## config.mk

```make
export PLATFORM = sky130hd
export DESIGN_NAME = periph_sram_packer
export DESIGN_NICKNAME = d
export VERILOG_FILES = /design/src/rtl/soc_dma_pkg.sv /design/src/rtl/periph_sram_packer_byte_lane_packer.sv /design/src/rtl/periph_sram_packer.sv
export SDC_FILE = /design/constraint.sdc
export NUM_CORES = 1
export LEC_CHECK = 0
export BUFFER_PORTS_ARGS = -buffer_cell sky130_fd_sc_hd__buf_2
export CORE_ASPECT_RATIO = 0.9
export CORE_MARGIN = 5
export CORE_UTILIZATION = 29
export CTS_CLUSTER_DIAMETER = 40
export DETAILED_ROUTE_END_ITERATION = 12
export GPL_TIMING_DRIVEN = 0
export HOLD_SLACK_MARGIN = 0.12
export SLEW_MARGIN = 20
export SYNTH_ARGS = -nofsm -noshare
export SYNTH_HDL_FRONTEND = slang
export SYNTH_SLANG_ARGS = --single-unit
export TNS_END_PERCENT = 50
```

## constraint.sdc

```tcl
create_clock -name clk -period 6.1 [get_ports clk]
set_clock_uncertainty 0.15 [all_clocks]
set_input_delay 1.22 -clock clk [delete_from_list [all_inputs] [get_ports clk]]
set_output_delay 1.22 -clock clk [all_outputs]
set_load 0.01 [all_outputs]
```

## src/rtl/soc_dma_pkg.sv

```systemverilog
// Shared definitions for the SoC DMA path.
// Contents:
//   WORD_W, LANES - SRAM word width and byte-lane count
//   dma_state_t   - FSM state encoding of the peripheral-to-SRAM packer
//   lanes_to_be   - byte-enable mask for the first n lanes (n = 0..4)
package soc_dma_pkg;

  localparam int unsigned WORD_W = 32;
  localparam int unsigned LANES  = 4;

  typedef enum logic [1:0] {
    ST_IDLE,
    ST_RUN,
    ST_DRAIN,
    ST_DONE
  } dma_state_t;

  function automatic logic [LANES-1:0] lanes_to_be(input logic [2:0] n);
    logic [LANES-1:0] be;
    be = '0;
    for (int unsigned i = 0; i < LANES; i++) begin
      if (i < 32'(n)) be[i] = 1'b1;
    end
    return be;
  endfunction

endpackage

```

## src/rtl/periph_sram_packer_byte_lane_packer.sv

```systemverilog
// byte_lane_packer: assembles accepted bytes little-endian into a 32-bit
// word and holds a complete word while the downstream register is busy.
// Ports:
//   clk, reset  - rising-edge clock, synchronous active-high reset
//   clear       - empty the packer (new transfer)
//   accept      - byte_in is taken this cycle
//   byte_in     - incoming byte
//   last        - the accepted byte is the final byte of the transfer
//   out_free    - output register can load a word at this edge
//   word_valid  - a complete word is offered (stalled or just completed)
//   word_data   - offered word, unwritten lanes zero
//   word_be     - byte enables for the offered word
//   stalled     - a complete word is parked in the pack register
module byte_lane_packer
  import soc_dma_pkg::*;
(
  input  logic              clk,
  input  logic              reset,
  input  logic              clear,
  input  logic              accept,
  input  logic [7:0]        byte_in,
  input  logic              last,
  input  logic              out_free,
  output logic              word_valid,
  output logic [WORD_W-1:0] word_data,
  output logic [LANES-1:0]  word_be,
  output logic              stalled
);

  logic [WORD_W-1:0] pack_data;
  logic [LANES-1:0]  stall_be;
  logic [1:0]        lane_idx;
  logic [WORD_W-1:0] asm_data;
  logic [LANES-1:0]  asm_be;
  logic              complete;

  // The word including the byte being accepted this cycle; a completing
  // byte bypasses the pack register so a word can leave on the same edge.
  always_comb begin
    asm_data = pack_data;
    asm_data[{lane_idx, 3'b000} +: 8] = byte_in;
    asm_be   = lanes_to_be({1'b0, lane_idx} + 3'd1);
    complete = accept && ((lane_idx == 2'd3) || last);
    if (stalled) begin
      word_valid = 1'b1;
      word_data  = pack_data;
      word_be    = stall_be;
    end else begin
      word_valid = complete;
      word_data  = asm_data;
      word_be    = asm_be;
    end
  end

  always_ff @(posedge clk) begin
    if (reset || clear) begin
      pack_data <= '0;
      stall_be  <= '0;
      lane_idx  <= '0;
      stalled   <= 1'b0;
    end else if (stalled) begin
      if (out_free) begin
        stalled   <= 1'b0;
        pack_data <= '0;
      end
    end else if (accept) begin
      lane_idx <= lane_idx + 2'd1;
      if (complete) begin
        if (out_free) begin
          pack_data <= '0;
        end else begin
          pack_data <= asm_data;
          stall_be  <= asm_be;
          stalled   <= 1'b1;
        end
      end else begin
        pack_data <= asm_data;
      end
    end
  end

endmodule

```

## src/rtl/periph_sram_packer.sv

```systemverilog
// periph_sram_packer: takes a byte stream from a peripheral (valid/ready),
// packs it little-endian into 32-bit words and writes them to SRAM at
// incrementing word addresses. One transfer per start pulse, ended by done.
// Ports:
//   clk, reset            - rising-edge clock, synchronous active-high reset
//   start, base_addr,
//   byte_count            - transfer command, sampled in IDLE
//   busy, done            - transfer in progress / one-cycle completion pulse
//   peripheral_data_in,
//   periph_valid,
//   periph_ready          - byte stream input handshake
//   mem_req, memory_address, memory_data_out, mem_be,
//   memory_write_enable,
//   mem_gnt               - SRAM write port
module periph_sram_packer
  import soc_dma_pkg::*;
#(
  parameter int unsigned LEN_W = 16
) (
  input  logic              clk,
  input  logic              reset,
  input  logic              start,
  input  logic [31:0]       base_addr,
  input  logic [LEN_W-1:0]  byte_count,
  output logic              busy,
  output logic              done,
  input  logic [7:0]        peripheral_data_in,
  input  logic              periph_valid,
  output logic              periph_ready,
  output logic              mem_req,
  output logic [31:0]       memory_address,
  output logic [WORD_W-1:0] memory_data_out,
  output logic [LANES-1:0]  mem_be,
  output logic              memory_write_enable,
  input  logic              mem_gnt
);

  dma_state_t        state;
  logic [LEN_W-1:0]  bytes_left;
  logic              out_valid;
  logic              accept;
  logic              out_free;
  logic              grant;
  logic              load;
  logic              clear;
  logic              word_valid;
  logic [WORD_W-1:0] word_data;
  logic [LANES-1:0]  word_be;
  logic              stalled;

  assign periph_ready        = (state == ST_RUN) && (bytes_left != '0) && !stalled;
  assign accept              = periph_valid && periph_ready;
  assign grant               = out_valid && mem_gnt;
  assign out_free            = !out_valid || mem_gnt;
  assign load                = word_valid && out_free;
  assign clear               = (state == ST_IDLE) && start;
  assign mem_req             = out_valid;
  assign memory_write_enable = out_valid;

  byte_lane_packer u_packer (
    .clk        (clk),
    .reset      (reset),
    .clear      (clear),
    .accept     (accept),
    .byte_in    (peripheral_data_in),
    .last       (bytes_left == LEN_W'(1)),
    .out_free   (out_free),
    .word_valid (word_valid),
    .word_data  (word_data),
    .word_be    (word_be),
    .stalled    (stalled)
  );

  // memory_address is the address counter itself: it always names the word
  // sitting in (or next entering) the output register.
  always_ff @(posedge clk) begin
    if (reset) begin
      state           <= ST_IDLE;
      bytes_left      <= '0;
      out_valid       <= 1'b0;
      memory_address  <= '0;
      memory_data_out <= '0;
      mem_be          <= '0;
      busy            <= 1'b0;
      done            <= 1'b0;
    end else begin
      if (grant) memory_address <= memory_address + 32'd4;

      if (load) begin
        out_valid       <= 1'b1;
        memory_data_out <= word_data;
        mem_be          <= word_be;
      end else if (grant) begin
        out_valid <= 1'b0;
      end

      case (state)
        ST_IDLE: begin
          done <= 1'b0;
          if (start) begin
            memory_address <= base_addr & ~32'h3;
            bytes_left     <= byte_count;
            if (byte_count == '0) begin
              state <= ST_DONE;
              done  <= 1'b1;
            end else begin
              state <= ST_RUN;
              busy  <= 1'b1;
            end
          end
        end
        ST_RUN: begin
          if (accept) begin
            bytes_left <= bytes_left - LEN_W'(1);
            if (bytes_left == LEN_W'(1)) state <= ST_DRAIN;
          end
        end
        ST_DRAIN: begin
          // Finish on the edge that empties the last buffered word so done
          // lands in the cycle right after the final grant.
          if (!stalled && out_free) begin
            state <= ST_DONE;
            done  <= 1'b1;
            busy  <= 1'b0;
          end
        end
        ST_DONE: begin
          done  <= 1'b0;
          state <= ST_IDLE;
        end
        default: state <= ST_IDLE;
      endcase
    end
  end

endmodule

```

==> results of run 1 <==
==> how the worst max path moves through the flow <==
| stage | start | endpoint | depth (start not counted) |
|---|---|---|---|
| global route | state[1]$_SDFFE_PP0P_ | periph_ready | 7 |
| global placement | state[1]$_SDFFE_PP0P_ | periph_ready | 7 |
| floorplan | state[1]$_SDFFE_PP0P_ | periph_ready | 6 |
| CTS | state[1]$_SDFFE_PP0P_ | periph_ready | 7 |
| detailed placement | state[1]$_SDFFE_PP0P_ | periph_ready | 7 |
| finish | state[1]$_SDFFE_PP0P_ | periph_ready | 7 |
==> power by group through the flow <==
stage	logic [mW]	registers [mW]	clock network (mW)
after floorplan	0.878	1.10	0
after global placement	1.26	1.10	0
after detailed placement	1.27	1.10	0
after CTS	1.27	1.08	1.09
after global routing	1.42	1.11	1.12
final	1.28	1.09	1.06
==> worst reg2reg max path, cell delays in order (launching register included) <==
cell	delay, ps
dfxtp_1	360
clkbuf_1	240
inv_1	200
ha_1	300
nand2b_1	90
clkbuf_1	240
nor4b_2	760
and4_1	280
clkbuf_1	330
a22o_1	200
==> through the flow <==
step	instances	util (%)	total power [mW]
finish	1203	36.5	3.43
global route	1202	36.5	3.65
CTS	1202	36.5	3.44
detailed placement	1170	33.8	2.37
global placement	1170	33.8	2.36
floorplan	745	-	1.98
==> sequential cells by signal, indices dropped and copies added (netlist names) <==
signal	flops
state	2
memory_data_out	32
u_packer.stall_be	4
u_packer.lane_idx	2
mem_req	1
bytes_left	16
u_packer.stalled	1
mem_be	4
busy	1
done	1
u_packer.pack_data	32
memory_address	30
==> per-layer routing <==
metal	GRT usage [%]	part of all wire [%]	vias up
met5	0	0	-
met4	4.60	1.5	0
met3	4.02	6.5	30
met2	23.1	44	193
met1	22.5	48	2943
li1	-	-	3032
==> cells in the final DEF (no fill, tap or decap), types with 12 or more instances in the layout <==
master	n
ha_1	13
clkbuf_16	17
a22oi_1	36
nor3_1	20
mux2_2	35
xnor2_1	12
inv_1	12
o21ai_0	34
nor2_1	67
nand3_1	16
nor2b_1	38
nand2_1	56
o2bb2ai_1	24
xor2_1	17
clkbuf_1	32
buf_2	132
dfxtp_1	126
nand4_1	14
a21oi_1	47
==> cell families (layout without fill, tap and decap cells) <==
family                     after synthesis  in the layout  synth area share, %
AOI/OAI and AO/OA                      208            208                 22.6
xor gates and xnor gates                29             29                 3.89
adders and majority gates               13             13                 2.49
buffers and inverters                   63            223                 4.22
DFF                                    126            126                 38.7
muxes                                   38             38                 6.52
other                                    1              3               0.0575
and+or+nand+nor                        266            266                 21.6
==> layout make-up <==
type,instances,share of cell area (%)
multi-input cells,556,45.8
flip-flops and latches,126,30.9
repair buffers,128,7.86
well taps,297,4.56
inverters,13,0.598
clock inverters,15,2.29
diodes,1,0.0307
clock buffers,17,5.22
plain buffers,50,2.78
==> summary.txt, run 1 <==
Seq. cell area = 2520 sq um
Slew headroom = 43.4%
Die Height = 152 um
Post-synth top flop = dfxtp_1
hold endpoint = mem_be[3]$_SDFFE_PP0P_
Vias = 6198
Worst EP required = 4730 ps
period utilisation layout = 67.0%
Post-CTS Hold Buffers = 0
top-count cell post-synth = dfxtp_1
crit path launch type = register
Gate power share = 37.3%
sequential share of power = 31.7%
crit path buf inv count = 5
crit-path leading delay family = buffers and inverters
htree depth = 4
Core Area = 22300 sq um
Mapped Area = 6530 sq um
drt drc = 0
synth cell count leaders = 126 x dfxtp_1, 67 x nor2_1, 56 x nand2_1
initial antenna violation count = 0
GR Util All Layers = 15.7%
fin area = 8160 sq um
Placement Setup Slack = 2390 ps
initial core utilization = 29.2%
asr flop ratio synth = 0%
FF-to-FF End = u_packer.pack_data[6]$_SDFFE_PP0P_
Mapped Cells = 744
PortBufs = 128
CTS resizes = 0
I/O pin count = 134
P_leak = 3.26 nW
synth warn = 0
largest net degree at the start of global routing = 17
slowest stage delay, CP = 430 ps
Int Power = 2.06 mW
Clock Power Share = 31.1%
kind of end point of the critical path = output pin
hold depth = 2
average wire per cell in the routed design = 17.1 um
share of cells above drive strength 1 = 24.9%
Hold Path Origin = mem_be[3]$_SDFFE_PP0P_
f_max = 0.245 GHz
setup_tns = 0 ps
Arr. time, crit path = 2720 ps
clk sinks = 126
Num CTS Buffers = 17
root buf cell = clkbuf_16
worst-path cell with the longest stage delay = clkbuf_1
Max Slew Vio Count = 0
Pre-antenna DRT Iters = 5
WHS = 304 ps
min-delay worst type = reg -> reg
Worst-path clk slew = 60 ps
post-synth top area cell = dfxtp_1
crit-path max FO = 10
Crit Path Category = reg -> out
min cycle time layout = 4090 ps
cell mode on critical path = clkbuf_1
RSZ-0062 raised after global routing = no
Net Sw Frac = 40.1%
sequential share of the synthesized area = 38.7%
Seq cells post-synth = 126
Nets = 966
Max clock buf depth = 2
Post-synth EDFFs = 0
crit-path cells = inv_1, ha_1, clkbuf_1, clkinv_1, clkbuf_1, nor3_1, buf_2
Worst-Margin Slew = 847 ps
outcome = finished, final reports clean
vias in the first global route = 6006
Post CTS Setup Buffer Count = 0
area of the multi-input gates = 3730 sq um
fillers = 2310
Pwr per Cell Area = 420 nW/um^2
VDD IR max = 176 uV
RR Startpoint = u_packer.lane_idx[0]$_SDFFE_PP0P_
Synth cell types = 63
setup ws final = 2010 ps
RePlAce Congestion = 0.851
CTS tree = done
Layout area overhead = 25.0%
worst r2r path cells = 9
FP Rows = 52
initial drt markers = 492
Synth top area share = 38.7%
max_cap viols = 0
# setup viols final = 0
top cells by area, synth = dfxtp_1 39%, mux2_2 6.0%, a22oi_1 4.1%
DP HPWL = 15000 um
Area after DPL = 7540 sq um
Die Area = 25600 sq um
global-route wire length before repair = 32800 um
total grt overflow = 0
Die W = 168 um
vias per cell = 5.15
P_sw = 1.37 mW
Reg2Reg Setup Slack = 2910 ps
Worst-Skew Late Latency = 420 ps
Syn Area/Cell = 8.77 sq um
final antenna-violating net count = 0
final wirelength = 20600 um
Final Hold Viols = 0
Power figures use the tool's default switching activity.
==> run 2: changes to the inputs <==
Settings changed: ABC_AREA from default to 1.
Clock period 6.1 ns to 3.3 ns, I/O delays scaled along.
==> run 2 against run 1 <==
Effect of this change: cell count increased by 39%; clock-buffer cell count grew 2; utilization shrank 0.53 points; critical path depth increased by 1; register-to-register slack got worse by 2200 ps; die area grew 12%; design area grew 11%; worst hold slack improved by 9.1 ps; critical endpoint unchanged; largest power group unchanged.
==> summary.txt, run 2 <==
post-synthesis xor/xnor area fraction = 2.61%
Adder-Cell Fraction of Synth Area = 2.20%
I/O pin count = 134
asr flop ratio synth = 0%
P_sw = 2.42 mW
top cells by area, synth = dfxtp_1 34%, nand2_1 16%, nor2_1 7.6%
min cycle time layout = 2610 ps
Most Crowded Layer GR = met2
Syn Area/Cell = 6.34 sq um
Mapped Cells = 1166
vias in the first global route = 7223
Max clock buf depth = 2
Worst-Skew Late Latency = 430 ps
VDD IR max = 350 uV
CTS tree = done
Nets = 1389
initial drt markers = 505
final antenna-violating net count = 0
Die Height = 162 um
clk sinks = 126
Max Slew Vio Count = 0
total grt overflow = 0
met3 Track Usage GR = 4.10%
Arr. time, crit path = 1800 ps
vias per cell = 4.70
crit path launch type = register
Design Power = 6.11 mW
leading registers by flop count = memory_data_out: 32 flops, u_packer.pack_data: 32 flops, memory_address: 30 flops
average wire per cell in the routed design = 14.2 um
root buf cell = clkbuf_16
Die W = 178 um
Post-CTS Hold Buffers = 0
Worst-path clk slew = 50 ps
Gate power share = 36.2%
Post-synth EDFFs = 0
sequential share of power = 33.6%
commonest non-fill, non-tap cell in the layout = nand2_1
setup_tns = 0 ps
period utilisation layout = 79.2%
initial core utilization = 29.4%
drt drc = 0
max_cap viols = 0
Ant. Diodes = 0
Synth cell types = 37
Layout area overhead = 22.3%
GR Util All Layers = 16.2%
Post-synth top flop = dfxtp_1
Reg2Reg Setup Slack = 700 ps
DP HPWL = 18200 um
Post CTS Setup Buffer Count = 0
RSZ-0062 raised after global routing = no
# setup viols final = 0
post-synth top area cell = dfxtp_1
Pre-antenna DRT Iters = 5
final wirelength = 23700 um
WHS = 313 ps
worst r2r path cells = 9
global-route wire length before repair = 37700 um
RR Startpoint = u_packer.lane_idx[0]$_SDFFE_PP0P_
outcome = finished, final reports clean
met1 Track Usage GR = 23.0%
Num CTS Buffers = 17
Seq cells post-synth = 126
commonest non-fill, non-tap cells in the layout = 313 x nand2_1, 150 x nor2_1, 141 x buf_2
Die Area = 28800 sq um
Compound-Gate Fraction of Synth Area = 18.1%
Hold Path Origin = u_packer.pack_data[25]$_SDFFE_PP0P_
Pwr per Cell Area = 676 nW/um^2
hold depth = 2
synth cell count leaders = 313 x nand2_1, 150 x nor2_1, 126 x dfxtp_1
Worst-Margin Slew = 649 ps
FF-to-FF End = memory_data_out[22]$_SDFFE_PP0P_
hold endpoint = u_packer.pack_data[25]$_SDFFE_PP0P_
Clock Power Share = 30.2%
Core Area = 25100 sq um
RePlAce Congestion = 0.885
Vias = 7851
Worst EP required = 2490 ps
Final Hold Viols = 0
Crit Path Category = reg -> out
largest family of logic cells by synthesized area = simple AND/OR/NAND/NOR gates
Mapped Area = 7400 sq um
crit-path max FO = 10
synth warn = 0
PortBufs = 129
Core Util, Final = 36.0%
Int Power = 3.69 mW
Net Sw Frac = 39.6%
Slew headroom = 56.4%
largest net degree at the start of global routing = 17
Simple-Gate Fraction of Synth Area = 33.0%
min-delay worst type = reg -> reg
P_leak = 4.36 nW
initial antenna violation count = 1
top-count cell post-synth = nand2_1
FP Rows = 55
mux cell area share after synthesis = 0%
CTS resizes = 0
f_max = 0.383 GHz
kind of end point of the critical path = output pin
Synth top area share = 34.1%
share of cells above drive strength 1 = 15.8%
htree depth = 4
sequential share of the synthesized area = 34.1%
grt met2 use = 24.5%
run 2: cell count changes after synthesis, moves of 12 or more:
cell	delta
nor2_1	+83
nor3_1	-12
nand3_1	+60
a22oi_1	-36
mux2_2	-35
inv_1	+105
nor2b_1	-38
a21oi_1	+61
o2bb2ai_1	-24
a21o_1	+14
nand2_1	+257
o21ai_0	+60
run 2: per-layer routing:
layer,wire (um),vias up
met2,10200,219
met1,11600,3566
met3,1530,27
li1,-,4037
met5,20,-
met4,367,2
run 2: per-stage QoR:
step | instance area [sq um] | setup slack [ps] | std cells
final | 9050 | 688 | 1669
after global routing | 9050 | 381 | 1669
after CTS | 9050 | 660 | 1669
after detailed placement | 8470 | 563 | 1638
after global placement | 8470 | 619 | 1638
after floorplan | 7400 | 1220 | 1167
run 2: final cells by class:
type	count	area, sq um
Fill cell	2737	16100
Multi-Input combinational cell	862	4140
Sequential cell	126	2520
Timing Repair Buffer	129	646
Clock buffer	19	453
Inverter	119	447
Tap cell	342	428
Buffer	60	293
Clock inverter	12	120
run 2: kinds of logic (layout without fill, tap and decap cells):
| family | count (synthesis) | count (layout) |
|---|---|---|
| flip-flops | 126 | 126 |
| AO/OA/AOI/OAI | 244 | 244 |
| other | 1 | 2 |
| adder cells (fa/ha/maj) | 13 | 13 |
| XOR/XNOR | 22 | 22 |
| AND/OR/NAND/NOR | 581 | 581 |
| buffers and inverters | 179 | 339 |
run 2: how the worst max path moves through the flow:
| stage | slack (ps) | depth (start not counted) | to | from |
|---|---|---|---|---|
| finish | 690 | 8 | periph_ready | state[1]$_SDFFE_PP0P_ |
| detailed placement | 560 | 7 | memory_data_out[23]$_SDFFE_PP0P_ | mem_gnt |
| global placement | 620 | 7 | memory_data_out[23]$_SDFFE_PP0P_ | mem_gnt |
| floorplan | 1220 | 9 | memory_data_out[20]$_SDFFE_PP0P_ | u_packer.lane_idx[0]$_SDFFE_PP0P_ |
| global route | 380 | 9 | memory_data_out[23]$_SDFFE_PP0P_ | u_packer.lane_idx[0]$_SDFFE_PP0P_ |
| CTS | 660 | 8 | periph_ready | state[1]$_SDFFE_PP0P_ |
run 2: power by group through the flow:
stage	Clock (mW)	Combinational, mW	Sequential, mW
2_1_floorplan	0	1.56	2.07
3_3_place_gp	0	2.18	2.08
3_5_place_dp	0	2.21	2.08
4_1_cts	1.88	2.22	2.05
5_1_grt	1.95	2.51	2.10
6_report	1.85	2.21	2.05
run 2: worst max-delay path, cell delays in order (launching register included):
cell     delay [ps]
dfxtp_1         320
inv_1           120
ha_1            170
buf_4           190
inv_2            50
nor2_2          160
nand2_2         100
inv_1           120
buf_2           150
==> run 3: changes to the inputs <==
Clock period 3.3 ns to 2.4 ns, I/O delays scaled along.
==> run 3 against run 2 <==
Effect of this change: clock power is 37% higher; via count hardly changed; combinational power is 41% higher; critical path type unchanged; highest routed layer unchanged.
==> summary.txt, run 3 (synthesis gave the netlist of run 2 again) <==
outcome = finished, final reports clean
Die Area = 28800 sq um
VDD IR max = 479 uV
initial core utilization = 29.4%
average wire per cell in the routed design = 14.2 um
Vias = 7857
max_cap viols = 0
Worst-path clk slew = 50 ps
fin area = 9100 sq um
crit path to = periph_ready
Finished Layout Cells = 1670
RePlAce Congestion = 0.885
initial drt markers = 582
RSZ-0062 raised after global routing = yes
vias per cell = 4.70
Die W = 178 um
kind of end point of the critical path = output pin
FF-to-FF End = memory_data_out[22]$_SDFFE_PP0P_
Pwr per Cell Area = 932 nW/um^2
initial antenna violation count = 1
commonest non-fill, non-tap cells in the layout = 312 x nand2_1, 148 x nor2_1, 141 x buf_2
clk sinks = 126
# setup viols final = 0
min-delay worst type = in -> reg
period utilisation layout = 95.2%
Placement Setup Slack = -157 ps
Final Hold Viols = 0
crit-path max FO = 10
Max Slew Vio Count = 0
Reg2Reg Setup Slack = 120 ps
slowest stage delay, CP = 330 ps
vias in the first global route = 7231
Area after DPL = 8470 sq um
htree depth = 4
final antenna-violating net count = 0
leading registers by flop count = memory_data_out: 32 flops, u_packer.pack_data: 32 flops, memory_address: 30 flops
share of cells above drive strength 1 = 16.8%
PortBufs = 129
Pre-antenna DRT Iters = 5
I/O pin count = 134
f_max = 0.438 GHz
crit-path cells = inv_2, ha_1, buf_6, inv_2, nor2_4, nand2_2, inv_2, buf_2
global-route wire length before repair = 37800 um
total grt overflow = 0
Num CTS Buffers = 17
FP Rows = 55
Max clock buf depth = 2
Slew headroom = 56.5%
P_leak = 4.37 nW
Core Area = 25100 sq um
Worst-Skew Late Latency = 430 ps
commonest non-fill, non-tap cell in the layout = nand2_1
fillers = 2733
GR Util All Layers = 16.2%
Layout area overhead = 23.1%
Crit Path Category = reg -> out
crit path launch type = register
CTS tree = done
Die Height = 162 um
cell mode on critical path = inv_2
final wirelength = 23800 um
hold depth = 3
RR Startpoint = u_packer.lane_idx[0]$_SDFFE_PP0P_
Arr. time, crit path = 1650 ps
setup_tns = 0 ps
worst r2r path cells = 9
root buf cell = clkbuf_16
Design Power = 8.48 mW
Ant. Diodes = 0
Worst-Margin Slew = 648 ps
setup ws final = 116 ps
Worst EP required = 1770 ps
largest net degree at the start of global routing = 17
Post-Place Cells = 1638
drt drc = 0
min cycle time layout = 2280 ps
Nets = 1390
worst-path cell with the longest stage delay = dfxtp_1
Critical path origin = state[1]$_SDFFE_PP0P_
DP HPWL = 18200 um
run 3: repair_timing:
action	CTS	global route
hold buffers	0	0
gates resized for setup	8	19
endpoints found under the setup margin	51	63
buffers inserted	0	1
run 3: power by group:
part | switching, mW | total (mW) | internal [mW]
sequential | 0.388 | 2.83 | 2.44
combinational | 2.00 | 3.12 | 1.12
clock | 0.972 | 2.53 | 1.56
total | 3.36 | 8.48 | 5.13
run 3: how the worst min path moves through the flow:
stage | start | end | slack (ps)
6_report | base_addr[3] | memory_address[3]$_SDFF_PP0_ | 150
5_1_grt | base_addr[2] | memory_address[2]$_SDFF_PP0_ | 150
4_1_cts | base_addr[2] | memory_address[2]$_SDFF_PP0_ | 130
3_5_place_dp | u_packer.pack_data[25]$_SDFFE_PP0P_ | u_packer.pack_data[25]$_SDFFE_PP0P_ | 300
3_3_place_gp | u_packer.pack_data[26]$_SDFFE_PP0P_ | u_packer.pack_data[26]$_SDFFE_PP0P_ | 300
2_1_floorplan | u_packer.pack_data[10]$_SDFFE_PP0P_ | u_packer.pack_data[10]$_SDFFE_PP0P_ | 290
run 3: layer usage:
layer  up-vias  global-route usage [%]  routed length (um)
li1       4038                       -                   -
met1      3582                    23.0               11600
met2       205                    24.4               10200
met3        30                    4.10                1490
met4         2                    4.67                 406
met5         -                       0                  20
run 3: area by class of cell:
| cell class | count | area [sq um] | area share (%) |
|---|---|---|---|
| clock inverters | 12 | 120 | 1.32 |
| repair buffers | 130 | 653 | 7.17 |
| inverters | 119 | 447 | 4.91 |
| flip-flops and latches | 126 | 2520 | 27.7 |
| well taps | 342 | 428 | 4.70 |
| clock buffers | 19 | 453 | 4.97 |
| multi-input cells | 862 | 4180 | 45.9 |
| plain buffers | 60 | 300 | 3.30 |
run 3: metrics by stage:
stage	hold WS (ps)	utilization (%)
2_1_floorplan	294	-
3_3_place_gp	303	33.7
3_5_place_dp	305	33.7
4_1_cts	135	36.1
5_1_grt	151	36.2
6_report	149	36.2
run 3: worst max-delay path: cells and delay by family, from the launching register on:
kind	cells	cell delay (ps)
fa+ha+maj	1	170
buf+inv	5	520
flops	1	330
simple gates	2	220
